File: config.mk
export PLATFORM = sky130hd
export DESIGN_NAME = dbg_abstract_cmd_ctrl
export DESIGN_NICKNAME = d
export VERILOG_FILES = /design/src/rtl/dbg_abstract_cmd_ctrl.sv
export SDC_FILE = /design/constraint.sdc
export NUM_CORES = 1
export LEC_CHECK = 0
export CAP_MARGIN = 20
export CORE_ASPECT_RATIO = 0.7
export CORE_UTILIZATION = 40
export CTS_CLUSTER_DIAMETER = 120
export DETAILED_ROUTE_END_ITERATION = 10
export DONT_BUFFER_PORTS = 1
export GPL_TIMING_DRIVEN = 1
export PLACE_DENSITY = 0.53
export SLEW_MARGIN = 25
export SYNTH_ARGS = -nofsm -noshare
export SYNTH_HDL_FRONTEND = slang
export SYNTH_SLANG_ARGS = --single-unit
export TNS_END_PERCENT = 5
File: constraint.sdc
create_clock -name clk_i -period 2.5 [get_ports clk_i]
set_input_delay 0.125 -clock clk_i [delete_from_list [all_inputs] [get_ports clk_i]]
set_output_delay 0.125 -clock clk_i [all_outputs]
set_load 0.01 [all_outputs]
File: src/rtl/dbg_abstract_cmd_ctrl.sv
// -----------------------------------------------------------------------------
// dbg_abstract_cmd_ctrl
//
// Debug-module controller for one hart. It accepts RISC-V Access Register
// abstract commands, validates them against the core state, and drives the
// core's abstract register port. Read data is captured into data0. It also
// runs the resume handshake and the registered halt request.
//
// Optional feature macro: DBG_AUTOINCR_EN
//   defined   : aarpostincrement is legal. The latched regno is incremented
//               after a successful access or a transfer=0 command. Re-issuing
//               the identical command word then uses the stored regno.
//   undefined : aarpostincrement=1 is rejected as "not supported".
//
// Parameters
//   AR_TIMEOUT : read-data wait limit (8-bit counter) before cmderr=3
//   MAX_REGNO  : highest legal regno (CSRs 0x0000-0x0FFF, GPRs 0x1000-0x101F)
//
// Ports
//   clk_i, reset_ni             : clock, async active-low reset
//   cmd_valid_i, cmd_i          : DMI write pulse to "command" and its word
//   cmderr_clr_i                : W1C mask for cmderr
//   data0_we_i, data0_wdata_i   : DMI write to data0
//   data0_o, busy_o, cmderr_o   : abstract status back to the DM
//   resumereq_i, haltreq_i      : dmcontrol resume pulse / halt level
//   allresumeack_o              : sticky resume acknowledge
//   dbg_haltreq_o/resumereq_o   : run-control requests to the core
//   core_halted_i/resumeack_i   : core run-control status
//   dbg_ar_*                    : abstract register access port to the core
// -----------------------------------------------------------------------------
module dbg_abstract_cmd_ctrl #(
  parameter int          AR_TIMEOUT = 255,
  parameter logic [15:0] MAX_REGNO  = 16'h101F
) (
  input  logic        clk_i,
  input  logic        reset_ni,
  input  logic        cmd_valid_i,
  input  logic [31:0] cmd_i,
  input  logic [2:0]  cmderr_clr_i,
  input  logic        data0_we_i,
  input  logic [31:0] data0_wdata_i,
  output logic [31:0] data0_o,
  output logic        busy_o,
  output logic [2:0]  cmderr_o,
  input  logic        resumereq_i,
  input  logic        haltreq_i,
  output logic        allresumeack_o,
  output logic        dbg_haltreq_o,
  output logic        dbg_resumereq_o,
  input  logic        core_halted_i,
  input  logic        core_resumeack_i,
  output logic        dbg_ar_en_o,
  output logic        dbg_ar_wr_o,
  output logic [15:0] dbg_ar_ad_o,
  output logic [31:0] dbg_ar_do_o,
  input  logic [31:0] dbg_ar_di_i,
  input  logic        dbg_ar_rvalid_i
);

  typedef enum logic [1:0] {
    ST_IDLE   = 2'd0,
    ST_ACCESS = 2'd1,
    ST_RDWAIT = 2'd2
  } state_e;

  localparam logic [2:0] ERR_NONE   = 3'd0;
  localparam logic [2:0] ERR_BUSY   = 3'd1;
  localparam logic [2:0] ERR_NOTSUP = 3'd2;
  localparam logic [2:0] ERR_EXCEPT = 3'd3;
  localparam logic [2:0] ERR_HALTRS = 3'd4;

  localparam logic [7:0] TIMEOUT_C = 8'(AR_TIMEOUT);

`ifdef DBG_AUTOINCR_EN
  localparam logic AUTOINCR_C = 1'b1;
`else
  localparam logic AUTOINCR_C = 1'b0;
`endif

  // Command word legality independent of core state.
  function automatic logic cmd_unsupported(input logic [31:0] cmd,
                                           input logic [15:0] regno);
    logic bad;
    bad = (cmd[31:24] != 8'd0) || (cmd[22:20] != 3'd2) || cmd[18] ||
          (regno > MAX_REGNO) || (cmd[19] && !AUTOINCR_C);
    return bad;
  endfunction

  state_e      state_r;
  logic [7:0]  cnt_r;
  logic        busy_r;
  logic [2:0]  cmderr_r;
  logic [31:0] data0_r;
  logic        haltreq_r;
  logic        resume_pend_r;
  logic        allresumeack_r;
  logic        ar_en_r;
  logic        ar_wr_r;
  logic [15:0] ar_ad_r;
  logic [31:0] ar_do_r;
  logic        write_r;
`ifdef DBG_AUTOINCR_EN
  logic [15:0] regno_r;
  logic [31:0] last_cmd_r;
  logic        incr_vld_r;
  logic        postinc_r;
`endif

  logic [15:0] regno_eff_s;
  logic        accept_s;
  logic        unsup_s;
  logic        state_bad_s;
  logic        launch_s;
  logic        nop_s;
  logic        timeout_s;
  logic        capture_s;
  logic        resume_ok_s;
  logic [2:0]  new_err_s;
  logic [2:0]  cmderr_nxt_s;
  logic [31:0] data0_nxt_s;

  // Effective regno: the stored post-incremented value replaces the field
  // only when the exact same command word is written again.
  always_comb begin
    regno_eff_s = cmd_i[15:0];
`ifdef DBG_AUTOINCR_EN
    if (incr_vld_r && cmd_i[19] && (cmd_i == last_cmd_r)) begin
      regno_eff_s = regno_r;
    end else begin
      regno_eff_s = cmd_i[15:0];
    end
`endif
  end

  // Command acceptance decode, error selection and data0 next value.
  always_comb begin
    accept_s    = (state_r == ST_IDLE) && cmd_valid_i && (cmderr_r == ERR_NONE);
    unsup_s     = cmd_unsupported(cmd_i, regno_eff_s);
    state_bad_s = !core_halted_i || resume_pend_r;
    launch_s    = accept_s && !unsup_s && !state_bad_s && cmd_i[17];
    nop_s       = accept_s && !unsup_s && !state_bad_s && !cmd_i[17];
    capture_s   = (state_r == ST_RDWAIT) && dbg_ar_rvalid_i;
    timeout_s   = (state_r == ST_RDWAIT) && !dbg_ar_rvalid_i && (cnt_r == TIMEOUT_C);
    resume_ok_s = resumereq_i && !haltreq_i && core_halted_i && !busy_r;

    // Exception of the running command ranks above a busy collision.
    if (accept_s && unsup_s) begin
      new_err_s = ERR_NOTSUP;
    end else if (accept_s && state_bad_s) begin
      new_err_s = ERR_HALTRS;
    end else if (timeout_s) begin
      new_err_s = ERR_EXCEPT;
    end else if (busy_r && (cmd_valid_i || data0_we_i)) begin
      new_err_s = ERR_BUSY;
    end else begin
      new_err_s = ERR_NONE;
    end

    // Sticky: a new code lands only on a clear cmderr, and then beats W1C.
    if ((new_err_s != ERR_NONE) && (cmderr_r == ERR_NONE)) begin
      cmderr_nxt_s = new_err_s;
    end else begin
      cmderr_nxt_s = cmderr_r & ~cmderr_clr_i;
    end

    // A read capture beats a DMI write; DMI writes are ignored while busy.
    if (capture_s) begin
      data0_nxt_s = dbg_ar_di_i;
    end else if (data0_we_i && !busy_r) begin
      data0_nxt_s = data0_wdata_i;
    end else begin
      data0_nxt_s = data0_r;
    end
  end

  // Controller FSM, status registers, resume handshake and registered outputs.
  always_ff @(posedge clk_i or negedge reset_ni) begin
    if (!reset_ni) begin
      state_r        <= ST_IDLE;
      cnt_r          <= 8'd0;
      busy_r         <= 1'b0;
      cmderr_r       <= ERR_NONE;
      data0_r        <= 32'd0;
      haltreq_r      <= 1'b0;
      resume_pend_r  <= 1'b0;
      allresumeack_r <= 1'b0;
      ar_en_r        <= 1'b0;
      ar_wr_r        <= 1'b0;
      ar_ad_r        <= 16'd0;
      ar_do_r        <= 32'd0;
      write_r        <= 1'b0;
`ifdef DBG_AUTOINCR_EN
      regno_r        <= 16'd0;
      last_cmd_r     <= 32'd0;
      incr_vld_r     <= 1'b0;
      postinc_r      <= 1'b0;
`endif
    end else begin
      cmderr_r  <= cmderr_nxt_s;
      data0_r   <= data0_nxt_s;
      haltreq_r <= haltreq_i;

      if (resume_ok_s) begin
        resume_pend_r  <= 1'b1;
        allresumeack_r <= 1'b0;
      end else if (resume_pend_r && core_resumeack_i) begin
        resume_pend_r  <= 1'b0;
        allresumeack_r <= 1'b1;
      end else begin
        resume_pend_r  <= resume_pend_r;
        allresumeack_r <= allresumeack_r;
      end

      case (state_r)
        ST_IDLE: begin
          if (launch_s) begin
            state_r <= ST_ACCESS;
            busy_r  <= 1'b1;
            ar_en_r <= 1'b1;
            ar_wr_r <= cmd_i[16];
            ar_ad_r <= regno_eff_s;
            ar_do_r <= data0_nxt_s;
            write_r <= cmd_i[16];
`ifdef DBG_AUTOINCR_EN
            regno_r    <= regno_eff_s;
            last_cmd_r <= cmd_i;
            postinc_r  <= cmd_i[19];
            incr_vld_r <= 1'b0;
`endif
          end else if (nop_s) begin
            state_r <= ST_IDLE;
            busy_r  <= 1'b0;
`ifdef DBG_AUTOINCR_EN
            if (cmd_i[19]) begin
              regno_r    <= regno_eff_s + 16'd1;
              last_cmd_r <= cmd_i;
              incr_vld_r <= 1'b1;
            end else begin
              incr_vld_r <= 1'b0;
            end
`endif
          end else begin
            state_r <= ST_IDLE;
            busy_r  <= 1'b0;
          end
        end

        ST_ACCESS: begin
          ar_en_r <= 1'b0;
          ar_wr_r <= 1'b0;
          ar_ad_r <= 16'd0;
          ar_do_r <= 32'd0;
          cnt_r   <= 8'd0;
          if (write_r) begin
            state_r <= ST_IDLE;
            busy_r  <= 1'b0;
`ifdef DBG_AUTOINCR_EN
            if (postinc_r) begin
              regno_r    <= regno_r + 16'd1;
              incr_vld_r <= 1'b1;
            end else begin
              incr_vld_r <= 1'b0;
            end
`endif
          end else begin
            state_r <= ST_RDWAIT;
          end
        end

        ST_RDWAIT: begin
          if (capture_s) begin
            state_r <= ST_IDLE;
            busy_r  <= 1'b0;
`ifdef DBG_AUTOINCR_EN
            if (postinc_r) begin
              regno_r    <= regno_r + 16'd1;
              incr_vld_r <= 1'b1;
            end else begin
              incr_vld_r <= 1'b0;
            end
`endif
          end else if (timeout_s) begin
            state_r <= ST_IDLE;
            busy_r  <= 1'b0;
          end else begin
            cnt_r <= cnt_r + 8'd1;
          end
        end

        default: begin
          state_r <= ST_IDLE;
          busy_r  <= 1'b0;
          ar_en_r <= 1'b0;
        end
      endcase
    end
  end

  assign data0_o         = data0_r;
  assign busy_o          = busy_r;
  assign cmderr_o        = cmderr_r;
  assign allresumeack_o  = allresumeack_r;
  assign dbg_haltreq_o   = haltreq_r;
  assign dbg_resumereq_o = resume_pend_r;
  assign dbg_ar_en_o     = ar_en_r;
  assign dbg_ar_wr_o     = ar_wr_r;
  assign dbg_ar_ad_o     = ar_ad_r;
  assign dbg_ar_do_o     = ar_do_r;

endmodule
==> run metrics <==
status finished clean; PwrDens ~600 nW/µm²; n_diodes 0; ranking of synthesized cells by area dfrtp_1, mux2i_1, mux2_2; sw power between 800 and 900 µW; Initial Util 0.412; Max stage delay cell, worst path dfrtp_1; # Max-Cap Violations 0; CTS sink cnt 100; main combinational cell family by area after synthesis multiplexers; Mapped Area around 4600 µm²; area of the multi-input gates roughly 1900 µm²; first-pass GRT wire length 16800 µm; fin crit share 0.867; NumNets Final 562; layout cells sized above 1 0.124; HP Class primary input to register; clock power share 0.413; initial antenna violation count 0; WHS between 0.015 and 0.02 ns; post-synthesis simple-gate area fraction 0.150; largest net degree at the start of global routing ~100; routability-driven placement congestion ratio between 0.7 and 0.8; I/O Buffers 0; Internal around 2.6 mW; FF-to-FF path depth 5; Die Area ~12000 µm²; met3 WL post-DR around 800 µm; area grow syn2layout 22.2%; Worst-Skew Late Latency 0.33 ns; Slew @ Worst Pin between 0.6 and 0.7 ns; setup_tns 0 ns; Slew Limit Fails 0; Yosys reg bits 100; Worst R2R End dbg_ar_do_o[27]; syn_area_per_cell around 11 µm²; CP cell instances nor3b_1, nand2_1, nor4_4, buf_12, mux2_2; CTS max path bufs 2; Fmax 0.461 GHz; final core area utilization 0.503; met2 WL post-DR around 4800 µm; cell taking the most area after synthesis dfrtp_1; Ports 197; routed length on met1 between 4000 and 5000 µm; reg-to-reg slack, setup 0.33 ns; synth cell count leaders dfrtp_1, nand2_1, mux2i_1; cell leakage power 2.55 nW; post-synthesis sequential area ratio 0.550; Overflow after GRT 0; WS Path Type register to register; Min-Delay Startpoint core_resumeack_i; RSZ-0062 raised after global routing false; Syn. warnings 0; Synth top area share 0.550; Synth Area in Compound Gates 0.0662; Total Routing Usage GR 0.186; CTS Root Cell clkbuf_16; most common cell in the netlist dfrtp_1; Hold Fails Final Rpt 0; hold path cells 2; ys async rst share 1.00; CTS tree built; Synth Area in XOR/XNOR 0.00385; CTS Buf Count 9; wirelength, routed about 10000 µm; core box area 11100 µm²; row count 32; WHS Endpoint allresumeack_o; Final HPWL DP roughly 6800 µm; peak fanout along the critical path 30; Critical Path Start Type register; vias in the first global route between 3000 and 4000; synthesized net count between 500 and 600; Cells after Synth just over 400; antenna-violating nets left 0; Post-route DRC 0; Fin Clk Skew ~0.0061 ns; post-synth cell types 43; number of synthesized flops with an enable pin 0; WP data required 2.72 ns; chip height approximately 91 µm; Sw Share 0.238; clk slew on worst S/H paths 0.07 ns; post-layout min period roughly 2.2 ns; Pwr Total approximately 3.4 mW; Comb pwr share 0.071; CP delay by family, top simple AND/OR/NAND/NOR gates; initial drt markers 128; final setup violation count 0; Most used DFF post-synth dfrtp_1; Worst IR Drop VDD about 0.00035 V; final setup margin roughly 0.33 ns; Seq pwr share 0.516; routed via count between 3000 and 4000; die width about 130 µm; WP buf/inv 1; vias per cell ~5.1; H-tree Lvls 3; filler instances between 900 and 1000; Crit. End Element register; crit-path max cell delay around 0.44 ns; post-synthesis mux area share 0.185; CP Data Arrival Time about 2.4 ns; router iterations before antenna repair 4; register cell area after layout roughly 2500 µm²; setup slack at placement approximately 0.34 ns; DR top layer met4; RR Startpoint state_r[1]; Rel. slew slack 0.542; WL/cell about 17 µm; adder-cell share of the synthesized area 0.00275
[per-layer routing]
metal / track usage / up-vias
met5: 0 / -
met4: 0.0494 / 0
met3: 0.0648 / 12
met2: 0.294 / 125
met1: 0.243 / 1499
li1: - / 1475
[cell usage in the layout (no fill, tap or decap), types with 2 or more instances in the layout]
master,synthesis,layout
nand2_1,52,52
nor2_1,4,4
mux2i_1,47,47
mux2_2,32,32
buf_4,1,3
nand4_1,2,2
a21oi_1,3,3
nor4_1,7,7
nand2b_1,5,4
o21ai_0,37,37
dlygate4sd3_1,0,52
and2_1,33,33
dfrtp_1,100,100
a21o_1,4,4
clkinvlp_4,0,3
clkbuf_16,0,9
inv_1,20,20
nand3_1,7,7
and3_1,2,2
buf_12,0,3
xnor2_1,2,2
nor3b_1,4,4
[state kept, by name, indices dropped and copies added (netlist names), 2 cells and up]
| signal | count |
|---|---|
| dbg_ar_do_o | 32 |
| cnt_r | 8 |
| cmderr_o | 3 |
| dbg_ar_ad_o | 16 |
| data0_o | 32 |
| state_r | 2 |
[worst reg2reg max path: stages (launching register included)]
cell and delay (ns):
dfrtp_1 0.44, nor3b_1 0.36, nand2_1 0.16, nor4_4 0.44, buf_12 0.26, mux2_2 0.39
[kinds of logic (layout without fill, tap and decap cells)]
kind of cell             after synthesis  after routing
flip-flops                           100            100
multiplexers                          80             80
AND/OR/NAND/NOR                      127            127
buffers and inverters                 42             95
XOR/XNOR                               2              2
AO/OA/AOI/OAI                         53             53
adder cells (fa/ha/maj)                1              1
[area by class of cell]
type | count | share of cell area
Timing Repair Buffer | 59 | 0.113
Inverter | 20 | 0.0135
Multi-Input combinational cell | 263 | 0.334
Sequential cell | 100 | 0.450
Tap cell | 153 | 0.0344
Clock inverter | 5 | 0.0110
Clock buffer | 11 | 0.0436
[stage by stage]
stage / area (µm²) / std cells
finish: 5560 / 611
global route: 5560 / 611
CTS: 5560 / 611
detailed placement: 4710 / 542
global placement: 4710 / 542
floorplan: 4550 / 405
[power by group through the flow]
stage	clock [mW]	combinational (mW)	sequential, mW
finish	1.42	0.244	1.77
global placement	0	0.138	1.80
floorplan	0	0.115	1.78
global route	1.53	0.277	1.78
CTS	1.46	0.247	1.77
detailed placement	0	0.145	1.80
[how the worst max path moves through the flow]
stage / depth (start not counted) / end / start
2_1_floorplan: 5 / dbg_ar_do_o[23] / state_r[1]
4_1_cts: 5 / dbg_ar_do_o[23] / state_r[1]
6_report: 5 / dbg_ar_do_o[27] / state_r[1]
3_3_place_gp: 5 / dbg_ar_do_o[25] / state_r[1]
5_1_grt: 5 / dbg_ar_do_o[25] / state_r[1]
3_5_place_dp: 5 / dbg_ar_do_o[23] / state_r[1]
[repair_timing]
| action | CTS | global route |
|---|---|---|
| hold buffers | 53 | 0 |
| buffers inserted | 0 | 0 |
| endpoints found under the hold margin | 152 | 0 |
| resized for setup | 0 | 0 |
No activity file was read; power rests on OpenSTA's default activity.
